==> src/rtl/vga_timing_recover.sv <==
// Rebuilds col/row/active from a VGA sync/blank stream and measures its timing.
// Asserts locked once LOCK_FRAMES consecutive frames repeat the same measurements.
module vga_timing_recover #(
  parameter int HBITS       = 10,
  parameter int VBITS       = 10,
  parameter bit HSYNC_POL   = 1'b1,
  parameter bit VSYNC_POL   = 1'b1,
  parameter int LOCK_FRAMES = 2
) (
  input  logic             dot_clock,
  input  logic             reset,
  input  logic             hsync,
  input  logic             hblank,
  input  logic             vsync,
  input  logic             vblank,
  output logic [HBITS-1:0] col,
  output logic [VBITS-1:0] row,
  output logic             active,
  output logic             frame_start,
  output logic             locked,
  output logic [HBITS-1:0] h_total,
  output logic [HBITS-1:0] h_active,
  output logic [HBITS-1:0] h_sync,
  output logic [VBITS-1:0] v_total,
  output logic [VBITS-1:0] v_active,
  output logic [VBITS-1:0] v_sync
);

  localparam int SIXW = 3*HBITS + 3*VBITS;
  localparam logic [3:0] LOCK_MAX = 4'(LOCK_FRAMES);

  typedef struct packed {
    logic hs;   // hsync at its asserted level
    logic hb;
    logic vs;   // vsync at its asserted level
    logic vb;
  } sync_t;

  function automatic logic [HBITS-1:0] inc_h(input logic [HBITS-1:0] a, input logic en);
    return (en && (a != '1)) ? a + HBITS'(1) : a;
  endfunction

  function automatic logic [VBITS-1:0] inc_v(input logic [VBITS-1:0] a, input logic en);
    return (en && (a != '1)) ? a + VBITS'(1) : a;
  endfunction

  sync_t s1_reg, s1_next;
  logic  s1d_hb_reg, s1d_vb_reg;

  logic [HBITS-1:0] dot_cnt_reg, dot_cnt_next;
  logic [HBITS-1:0] act_cnt_reg, act_cnt_next;
  logic [HBITS-1:0] hs_cnt_reg, hs_cnt_next;
  logic [VBITS-1:0] line_cnt_reg, line_cnt_next;
  logic [VBITS-1:0] vact_cnt_reg, vact_cnt_next;
  logic [VBITS-1:0] vs_cnt_reg, vs_cnt_next;

  logic             h_seen_reg, h_seen_next;
  logic             v_seen_reg, v_seen_next;
  logic             ref_valid_reg, ref_valid_next;
  logic             frame_bad_reg, frame_bad_next;
  logic             stored_valid_reg, stored_valid_next;
  logic [3*HBITS-1:0] ref_reg, ref_next;
  logic [SIXW-1:0]  stored_reg, stored_next;
  logic [3:0]       match_cnt_reg, match_cnt_next;

  logic [HBITS-1:0] col_reg, col_next;
  logic [VBITS-1:0] row_reg, row_next;
  logic             active_reg, active_next;
  logic             frame_start_reg, frame_start_next;
  logic             locked_reg, locked_next;
  logic [HBITS-1:0] h_total_reg, h_total_next;
  logic [HBITS-1:0] h_active_reg, h_active_next;
  logic [HBITS-1:0] h_sync_reg, h_sync_next;
  logic [VBITS-1:0] v_total_reg, v_total_next;
  logic [VBITS-1:0] v_active_reg, v_active_next;
  logic [VBITS-1:0] v_sync_reg, v_sync_next;

  logic             line_end, frame_end, act_line, timeout;
  logic             h_meas, v_meas, h_mismatch, frame_bad_now;
  logic [3*HBITS-1:0] line_meas;
  logic [VBITS-1:0] fin_lines, fin_vact, fin_vsync;
  logic [SIXW-1:0]  six_new;

  always_comb begin
    s1_next.hs = (hsync == HSYNC_POL);
    s1_next.hb = hblank;
    s1_next.vs = (vsync == VSYNC_POL);
    s1_next.vb = vblank;

    line_end  = s1_reg.hb & ~s1d_hb_reg;
    frame_end = s1_reg.vb & ~s1d_vb_reg;
    // The vblank value before this cycle decides whether the finishing line was active.
    act_line  = line_end & ~s1d_vb_reg;
    timeout   = (~line_end & (dot_cnt_reg == '1)) | (~frame_end & (line_cnt_reg == '1));

    h_meas     = line_end & h_seen_reg;
    v_meas     = frame_end & v_seen_reg;
    line_meas  = {dot_cnt_reg, act_cnt_reg, hs_cnt_reg};
    h_mismatch = h_meas & ref_valid_reg & (line_meas != ref_reg);
    frame_bad_now = frame_bad_reg | h_mismatch;

    // A line end coinciding with the frame end still belongs to the finishing frame.
    fin_lines = inc_v(line_cnt_reg, line_end);
    fin_vact  = inc_v(vact_cnt_reg, act_line);
    fin_vsync = inc_v(vs_cnt_reg, line_end & s1_reg.vs);

    dot_cnt_next  = line_end ? HBITS'(1) : inc_h(dot_cnt_reg, 1'b1);
    act_cnt_next  = line_end ? '0 : inc_h(act_cnt_reg, ~s1_reg.hb);
    hs_cnt_next   = line_end ? HBITS'(s1_reg.hs) : inc_h(hs_cnt_reg, s1_reg.hs);
    line_cnt_next = frame_end ? '0 : inc_v(line_cnt_reg, line_end);
    vact_cnt_next = frame_end ? '0 : inc_v(vact_cnt_reg, act_line);
    vs_cnt_next   = frame_end ? '0 : inc_v(vs_cnt_reg, line_end & s1_reg.vs);

    h_total_next  = h_meas ? dot_cnt_reg : h_total_reg;
    h_active_next = h_meas ? act_cnt_reg : h_active_reg;
    h_sync_next   = h_meas ? hs_cnt_reg  : h_sync_reg;
    v_total_next  = v_meas ? fin_lines : v_total_reg;
    v_active_next = v_meas ? fin_vact  : v_active_reg;
    v_sync_next   = v_meas ? fin_vsync : v_sync_reg;

    h_seen_next    = timeout ? 1'b0 : (line_end ? 1'b1 : h_seen_reg);
    v_seen_next    = timeout ? 1'b0 : (frame_end ? 1'b1 : v_seen_reg);
    ref_next       = (h_meas & ~ref_valid_reg) ? line_meas : ref_reg;
    ref_valid_next = frame_end ? 1'b0 : (h_meas ? 1'b1 : ref_valid_reg);
    frame_bad_next = frame_end ? 1'b0 : frame_bad_now;

    six_new = {h_total_next, h_active_next, h_sync_next, fin_lines, fin_vact, fin_vsync};
    stored_next       = v_meas ? six_new : stored_reg;
    stored_valid_next = timeout ? 1'b0 : (v_meas ? 1'b1 : stored_valid_reg);

    match_cnt_next = match_cnt_reg;
    if (timeout) begin
      match_cnt_next = '0;
    end else if (v_meas) begin
      if (stored_valid_reg && (six_new == stored_reg) && !frame_bad_now)
        match_cnt_next = (match_cnt_reg >= LOCK_MAX) ? LOCK_MAX : match_cnt_reg + 4'd1;
      else
        match_cnt_next = '0;
    end
    locked_next = (match_cnt_next == LOCK_MAX);

    col_next = s1_reg.hb ? col_reg : (s1d_hb_reg ? '0 : inc_h(col_reg, 1'b1));
    row_next = frame_end ? '0 : inc_v(row_reg, act_line);
    active_next      = ~timeout & ~s1_reg.hb & ~s1_reg.vb;
    frame_start_next = frame_end;
  end

  always_ff @(posedge dot_clock) begin
    if (reset) begin
      s1_reg           <= '0;
      s1d_hb_reg       <= 1'b0;
      s1d_vb_reg       <= 1'b0;
      dot_cnt_reg      <= '0;
      act_cnt_reg      <= '0;
      hs_cnt_reg       <= '0;
      line_cnt_reg     <= '0;
      vact_cnt_reg     <= '0;
      vs_cnt_reg       <= '0;
      h_seen_reg       <= 1'b0;
      v_seen_reg       <= 1'b0;
      ref_valid_reg    <= 1'b0;
      frame_bad_reg    <= 1'b0;
      stored_valid_reg <= 1'b0;
      ref_reg          <= '0;
      stored_reg       <= '0;
      match_cnt_reg    <= '0;
      col_reg          <= '0;
      row_reg          <= '0;
      active_reg       <= 1'b0;
      frame_start_reg  <= 1'b0;
      locked_reg       <= 1'b0;
      h_total_reg      <= '0;
      h_active_reg     <= '0;
      h_sync_reg       <= '0;
      v_total_reg      <= '0;
      v_active_reg     <= '0;
      v_sync_reg       <= '0;
    end else begin
      s1_reg           <= s1_next;
      s1d_hb_reg       <= s1_reg.hb;
      s1d_vb_reg       <= s1_reg.vb;
      dot_cnt_reg      <= dot_cnt_next;
      act_cnt_reg      <= act_cnt_next;
      hs_cnt_reg       <= hs_cnt_next;
      line_cnt_reg     <= line_cnt_next;
      vact_cnt_reg     <= vact_cnt_next;
      vs_cnt_reg       <= vs_cnt_next;
      h_seen_reg       <= h_seen_next;
      v_seen_reg       <= v_seen_next;
      ref_valid_reg    <= ref_valid_next;
      frame_bad_reg    <= frame_bad_next;
      stored_valid_reg <= stored_valid_next;
      ref_reg          <= ref_next;
      stored_reg       <= stored_next;
      match_cnt_reg    <= match_cnt_next;
      col_reg          <= col_next;
      row_reg          <= row_next;
      active_reg       <= active_next;
      frame_start_reg  <= frame_start_next;
      locked_reg       <= locked_next;
      h_total_reg      <= h_total_next;
      h_active_reg     <= h_active_next;
      h_sync_reg       <= h_sync_next;
      v_total_reg      <= v_total_next;
      v_active_reg     <= v_active_next;
      v_sync_reg       <= v_sync_next;
    end
  end

  assign col         = col_reg;
  assign row         = row_reg;
  assign active      = active_reg;
  assign frame_start = frame_start_reg;
  assign locked      = locked_reg;
  assign h_total     = h_total_reg;
  assign h_active    = h_active_reg;
  assign h_sync      = h_sync_reg;
  assign v_total     = v_total_reg;
  assign v_active    = v_active_reg;
  assign v_sync      = v_sync_reg;

endmodule

==> config.mk <==
export PLATFORM = sky130hd
export DESIGN_NAME = vga_timing_recover
export DESIGN_NICKNAME = d
export VERILOG_FILES = /design/src/rtl/vga_timing_recover.sv
export SDC_FILE = /design/constraint.sdc
export NUM_CORES = 1
export LEC_CHECK = 0
export CAP_MARGIN = 20
export CORE_ASPECT_RATIO = 1.4
export CORE_MARGIN = 2
export CORE_UTILIZATION = 42
export DETAILED_ROUTE_END_ITERATION = 7
export GPL_TIMING_DRIVEN = 0
export SYNTH_ARGS = -nofsm -noshare
export SYNTH_HDL_FRONTEND = slang
export SYNTH_SLANG_ARGS = --single-unit
==> constraint.sdc <==
create_clock -name dot_clock -period 4.8 [get_ports dot_clock]
set_input_delay 0.72 -clock dot_clock [delete_from_list [all_inputs] [get_ports dot_clock]]
set_output_delay 0.72 -clock dot_clock [all_outputs]
set_load 0.02 [all_outputs]
### Word level (Yosys, flattened, before mapping)

Index checks and enable logic that the tools add are counted.

* bitwise logic cells: 23
* reduce and logical (&&, ||, !) cells: 16
* $add $sub $neg: 9
* equality and inequality tests: 13
* $lt $le $gt $ge: 1
* mux-type cells: 16

Operators by type and width (number)
* 10-bit by 1-bit adder with 10-bit output, second input constant: 8
* 10-bit 2-to-1 mux: 8
* 10-bit inequality test, second input constant: 8
* 60-bit equality test: 1
* 30-bit inequality test: 1
* 10-bit equality test, second input constant: 2
* 4-bit 2-to-1 mux: 4
* 1-bit AND: 13
* 1-bit logical AND: 8
* 1-bit NOT: 8
* 2-bit nonzero test: 3
* 2-bit OR reduction: 3
* 4-bit by 1-bit adder with 4-bit output, second input constant: 1
* 4-bit by 2-bit equality test with 1-bit output, second input constant: 1
* 4-bit by 2-bit >= comparator with 1-bit output, second input constant: 1
* 1-bit 2-to-1 mux: 4
* 1-bit bitwise OR: 2
* 2-bit AND reduction: 1
* 1-bit zero test: 1

* flip-flop bits (word level): 248
* logic and storage cells: 111
* output and inout bits: 83

### Logic depth before layout (Yosys ltp)

* depth after elaboration: 12
* gate-level depth with buffers: 11

### Worst setup path before layout

Ideal clock, no wire load.

* path kind: register to register
* from: register s1d_hb_reg
* to: register match_cnt_reg[0]
* slack: 2227 ps
* stages on the path, launching flop included: 11
* clock period less this slack: 2573 ps
* data arrival time: 2486 ps
* data required time: 4713 ps
* path through: dfxtp_1 -> buf_2 -> or3b_2 -> buf_2 -> nor4_1 -> mux2i_1 -> xor2_1 -> o2111ai_1 -> nor4_1 -> nand4_1 -> o31ai_1

* cells in the longest elaborated chain, start to end: 11
* elaborated cells on any way between the ends: 27

Ends and longest elaborated chain
* start, declared: line 48 `logic s1d_hb_reg, s1d_vb_reg;`
* start signal, assigned: line 180 `s1d_hb_reg <= s1_reg.hb;`
* 1-bit NOT *: line 90 `line_end = s1_reg.hb & ~s1d_hb_reg;`
* 1-bit AND *: line 90
* 1-bit AND, on equally long branches: line 105, 93, 96
* 1-bit logical AND or 1-bit AND (tied branches): line 44, 99
* 10-bit 2-to-1 mux or 1-bit AND (tied branches)
* 60-bit equality test or 1-bit bitwise OR (tied branches): line 135, 100
* 1-bit logical AND or 1-bit zero test (tied branches): line 135 `if (stored_valid_reg && (six_new == stored_reg) && !frame_bad_now)`
* 1-bit logical AND: line 135
* 4-bit 2-to-1 mux: line 135
* 4-bit 2-to-1 mux: line 134 `end else if (v_meas) begin`
* 4-bit 2-to-1 mux *: line 132 `if (timeout) begin`
* end signal, assigned: line 195 `match_cnt_reg <= match_cnt_next;`
* end, declared: line 64 `logic [3:0] match_cnt_reg, match_cnt_next;`

Mark *: on every way between the ends. The rest lies on a longest branch, timed or not.
A chain may end at the register's enable or synchronous reset.

### Final worst setup path

* from: register s1d_hb_reg
* to: register match_cnt_reg[2]

The elaborated chain is that of the path after synthesis.

==> metrics.md <==
| Metric | Value |
|---|---|
| Pre-antenna DRT Iters | `5` |
| Commonest cells after routing, fill and taps aside | `dfxtp_1, nor2_1, nand2_1` |
| Hold slack | `465 ps` |
| Post-route cell area | `roughly 13000 um^2` |
| Post-place setup slack | `about 1400 ps` |
| Placed Cells incl. Taps | `1644` |
| Htree depth | `1` |
| Crit path largest cell delay | `500 ps` |
| Skew final | `20.4 ps` |
| Initial Util | `42.5%` |
| Gr ovfl total | `0` |
| Worst Setup End Kind | `flip-flop` |
| Non-filler cells, final | `1686` |
| Diodes inserted | `0` |
| Die W | `~140 um` |
| NumNets Final | `1370` |
| Largest net degree at the start of global routing | `14` |
| Clock-pin slew on the worst setup and hold paths | `~60 ps` |
| R2R depth | `10` |
| Leakage | `4.50 nW` |
| Most common cell after layout, fill and taps aside | `dfxtp_1` |
| Final setup violation count | `0` |
| Drt drc | `0` |
| Power density over the cells | `about 320 nW/um^2` |
| Max Fclk | `294 MHz` |
| Setup_tns | `0 ps` |
| Fin worst setup slack | `1400 ps` |
| Depth of the worst hold-timing path | `2` |
| Post-synthesis sequential area ratio | `between 40% and 50%` |
| Crit path time final | `3400 ps` |
| PortBufs | `87` |
| Vias/cell | `roughly 5.4` |
| Die area | `roughly 26000 um^2` |
| CP max-delay cell | `or3b_2` |
| Syn nets | `~1.3k` |
| Clock Sinks | `218` |
| Hold Crit Class | `flip-flop to flip-flop` |
| CTS Buf Count | `23` |
| Hold_sp | `ref_reg[19]$_SDFFE_PP0P_` |
| Post-synth top area share | `41.7%` |
| Post-synthesis instance area | `10500 um^2` |
| R2R Path End | `match_cnt_reg[2]$_SDFF_PP0_` |
| Hold bufs inserted after CTS | `0` |
| Placed cell area | `11700 um^2` |
| Post-CTS Setup Bufs | `0` |
| Final HPWL DP | `~25000 um` |
| Max Cap Viol | `0` |
| Die Height | `approximately 190 um` |
| Via count of the first global-routing pass | `8728` |
| GPL Wtd Cong | `0.914` |
| Rel. slew slack | `38.7%` |
| Top cells by area in the synthesized netlist | `dfxtp_1, nor2_1, xnor2_1, xor2_1, mux2i_1` |
| Tot GR Track Use | `24.8%` |
| Worst hold endpoint | `ref_reg[19]$_SDFFE_PP0P_` |
| Yosys warning count | `0` |
| Later-pin clock latency in the skew report | `530 ps` |
| Final Hold Vio Count | `0` |
| Global-route wire length before repair | `49600 um` |
| Worst r2r src | `s1d_hb_reg$_SDFF_PP0_` |
| Post-synth ARST share | `0%` |
| Synth Register Bits | `about 220` |
| Initial antenna violation count | `0` |
| Iteration-0 DRC Markers | `593` |
| Number of synthesized flops with an enable pin | `0` |
| WP data arrival | `3830 ps` |
| Rows | `roughly 70` |
| RSZ-0062 raised after global routing | `false` |
| Critical Path RT | `5220 ps` |
| Status | `complete, no violations` |
| VDD IR max | `0.000219 V` |
| Via count | `9147` |
| Cell count after synthesis | `1242` |
| Synth area leader | `dfxtp_1` |
| Largest register FFs | `60` |
| Launching element type of the critical path | `flip-flop` |
| WS Path Type | `flip-flop to flip-flop` |
| Pins Over Slew Limit | `0` |
| Routed WL | `~32000 um` |
| CTS tree | `yes` |
| CP max FO | `10` |
| Mean routed wirelength per cell | `19.0 um` |
| Syn_area_per_cell | `8.42 um^2` |
| Num ports | `89` |
| Post-cts resize count | `0` |
| Clk root buf | `clkbuf_16` |
| Core area | `between 20000 and 25000 um^2` |
| Layout cell share with drive strength beyond 1 | `6.86%` |
| Clk buf depth | `3` |
| FF-to-FF setup slack | `roughly 1400 ps` |
| Number of unique standard cell types used by synthesis | `between 60 and 70` |
| Measured slew at the worst slew-check pin | `919 ps` |
| Fin crit share | `70.9%` |
| Area Growth Syn to Fin | `19.5%` |
| DRT antenna net count | `0` |
| Worst path cell trace | `buf_2 -> or3b_2 -> buf_2 -> nor4_1 -> mux2i_1 -> xor2_1 -> o2111ai_1 -> nor4_1 -> nand4_1 -> o31ai_1` |
| Prevailing post-synth register cell | `dfxtp_1` |
layer usage:
| layer | up-vias | wire length [um] | track usage, % |
|---|---|---|---|
| met4 | 0 | 1710 | 12.5 |
| met3 | 84 | 1400 | 2.71 |
| met2 | 240 | 16300 | 44.0 |
| met1 | 4300 | 12700 | 29.2 |
| li1 | 4523 | - | - |
| met5 | - | 0 | 0 |
cell type report:
| class | instances | area (um^2) |
|---|---|---|
| fillers | 2428 | 12100 |
| multi-input cells | 886 | 5430 |
| flip-flops and latches | 218 | 4360 |
| repair buffers | 87 | 871 |
| clock buffers | 35 | 711 |
| plain buffers | 108 | 553 |
| well taps | 315 | 394 |
| inverters | 30 | 113 |
| clock inverters | 7 | 66.3 |
worst max-delay path by stage:
stage	start	cells after the start	slack, ps	to
after floorplan	s1d_hb_reg$_SDFF_PP0_	10	2230	match_cnt_reg[0]$_SDFF_PP0_
after global placement	s1d_hb_reg$_SDFF_PP0_	10	1400	match_cnt_reg[2]$_SDFF_PP0_
after detailed placement	s1d_hb_reg$_SDFF_PP0_	10	1420	match_cnt_reg[2]$_SDFF_PP0_
after CTS	s1d_hb_reg$_SDFF_PP0_	10	1400	match_cnt_reg[2]$_SDFF_PP0_
after global routing	s1d_hb_reg$_SDFF_PP0_	10	1270	match_cnt_reg[2]$_SDFF_PP0_
final	s1d_hb_reg$_SDFF_PP0_	10	1400	match_cnt_reg[2]$_SDFF_PP0_
Yosys cell counts (4+ instances only):
cell / n
nand3_1: 30
mux2i_1: 41
nor2b_1: 17
o32ai_1: 4
a31oi_1: 8
nand2_1: 108
nor4_1: 23
buf_1: 6
nor2_1: 199
a2111oi_0: 4
clkbuf_1: 61
a211oi_1: 51
o21ai_0: 22
and4_1: 14
ha_1: 10
and3_1: 7
nand2b_1: 9
o221ai_1: 4
nor3_1: 19
dfxtp_1: 218
xnor2_1: 66
nand3b_1: 5
nand4_1: 27
a21oi_1: 75
xor2_1: 52
or3_1: 12
buf_2: 6
o22ai_1: 6
buf_4: 31
o31ai_1: 6
a22o_1: 4
inv_1: 30
o2bb2ai_1: 6
metrics by stage:
step           power [mW]  utilization, %
3_3_place_gp         2.17            47.7
4_1_cts              3.98            50.8
3_5_place_dp         2.17            47.7
6_report             3.95            50.8
2_1_floorplan        2.07               -
5_1_grt              4.08            50.8
report_power, final:
group | leakage, nW | internal, mW | switching (mW)
combinational | 2.35 | 0.0971 | 0.163
sequential | 1.76 | 1.84 | 0.0322
clock | 0.386 | 1.07 | 0.749
total | 4.50 | 3.01 | 0.944
worst max-delay path, delay by kind of cell, from the launching register on:
kind / cells / cell delay (ps)
AND/OR/NAND/NOR: 4 / 1530
flip-flops: 1 / 350
XOR/XNOR: 1 / 180
AO/OA/AOI/OAI: 2 / 480
multiplexers: 1 / 360
buffers and inverters: 2 / 420
cells by family after synthesis:
kind of cell / count (synthesis) / share of synthesized area, %
and+or+nand+nor: 493 / 22.4
muxes: 44 / 4.38
DFF: 218 / 41.7
xor gates and xnor gates: 118 / 9.88
AOI/OAI and AO/OA: 221 / 14.0
adders and majority gates: 10 / 1.20
buffers and inverters: 138 / 6.36
(Power assumes the default switching activity.)
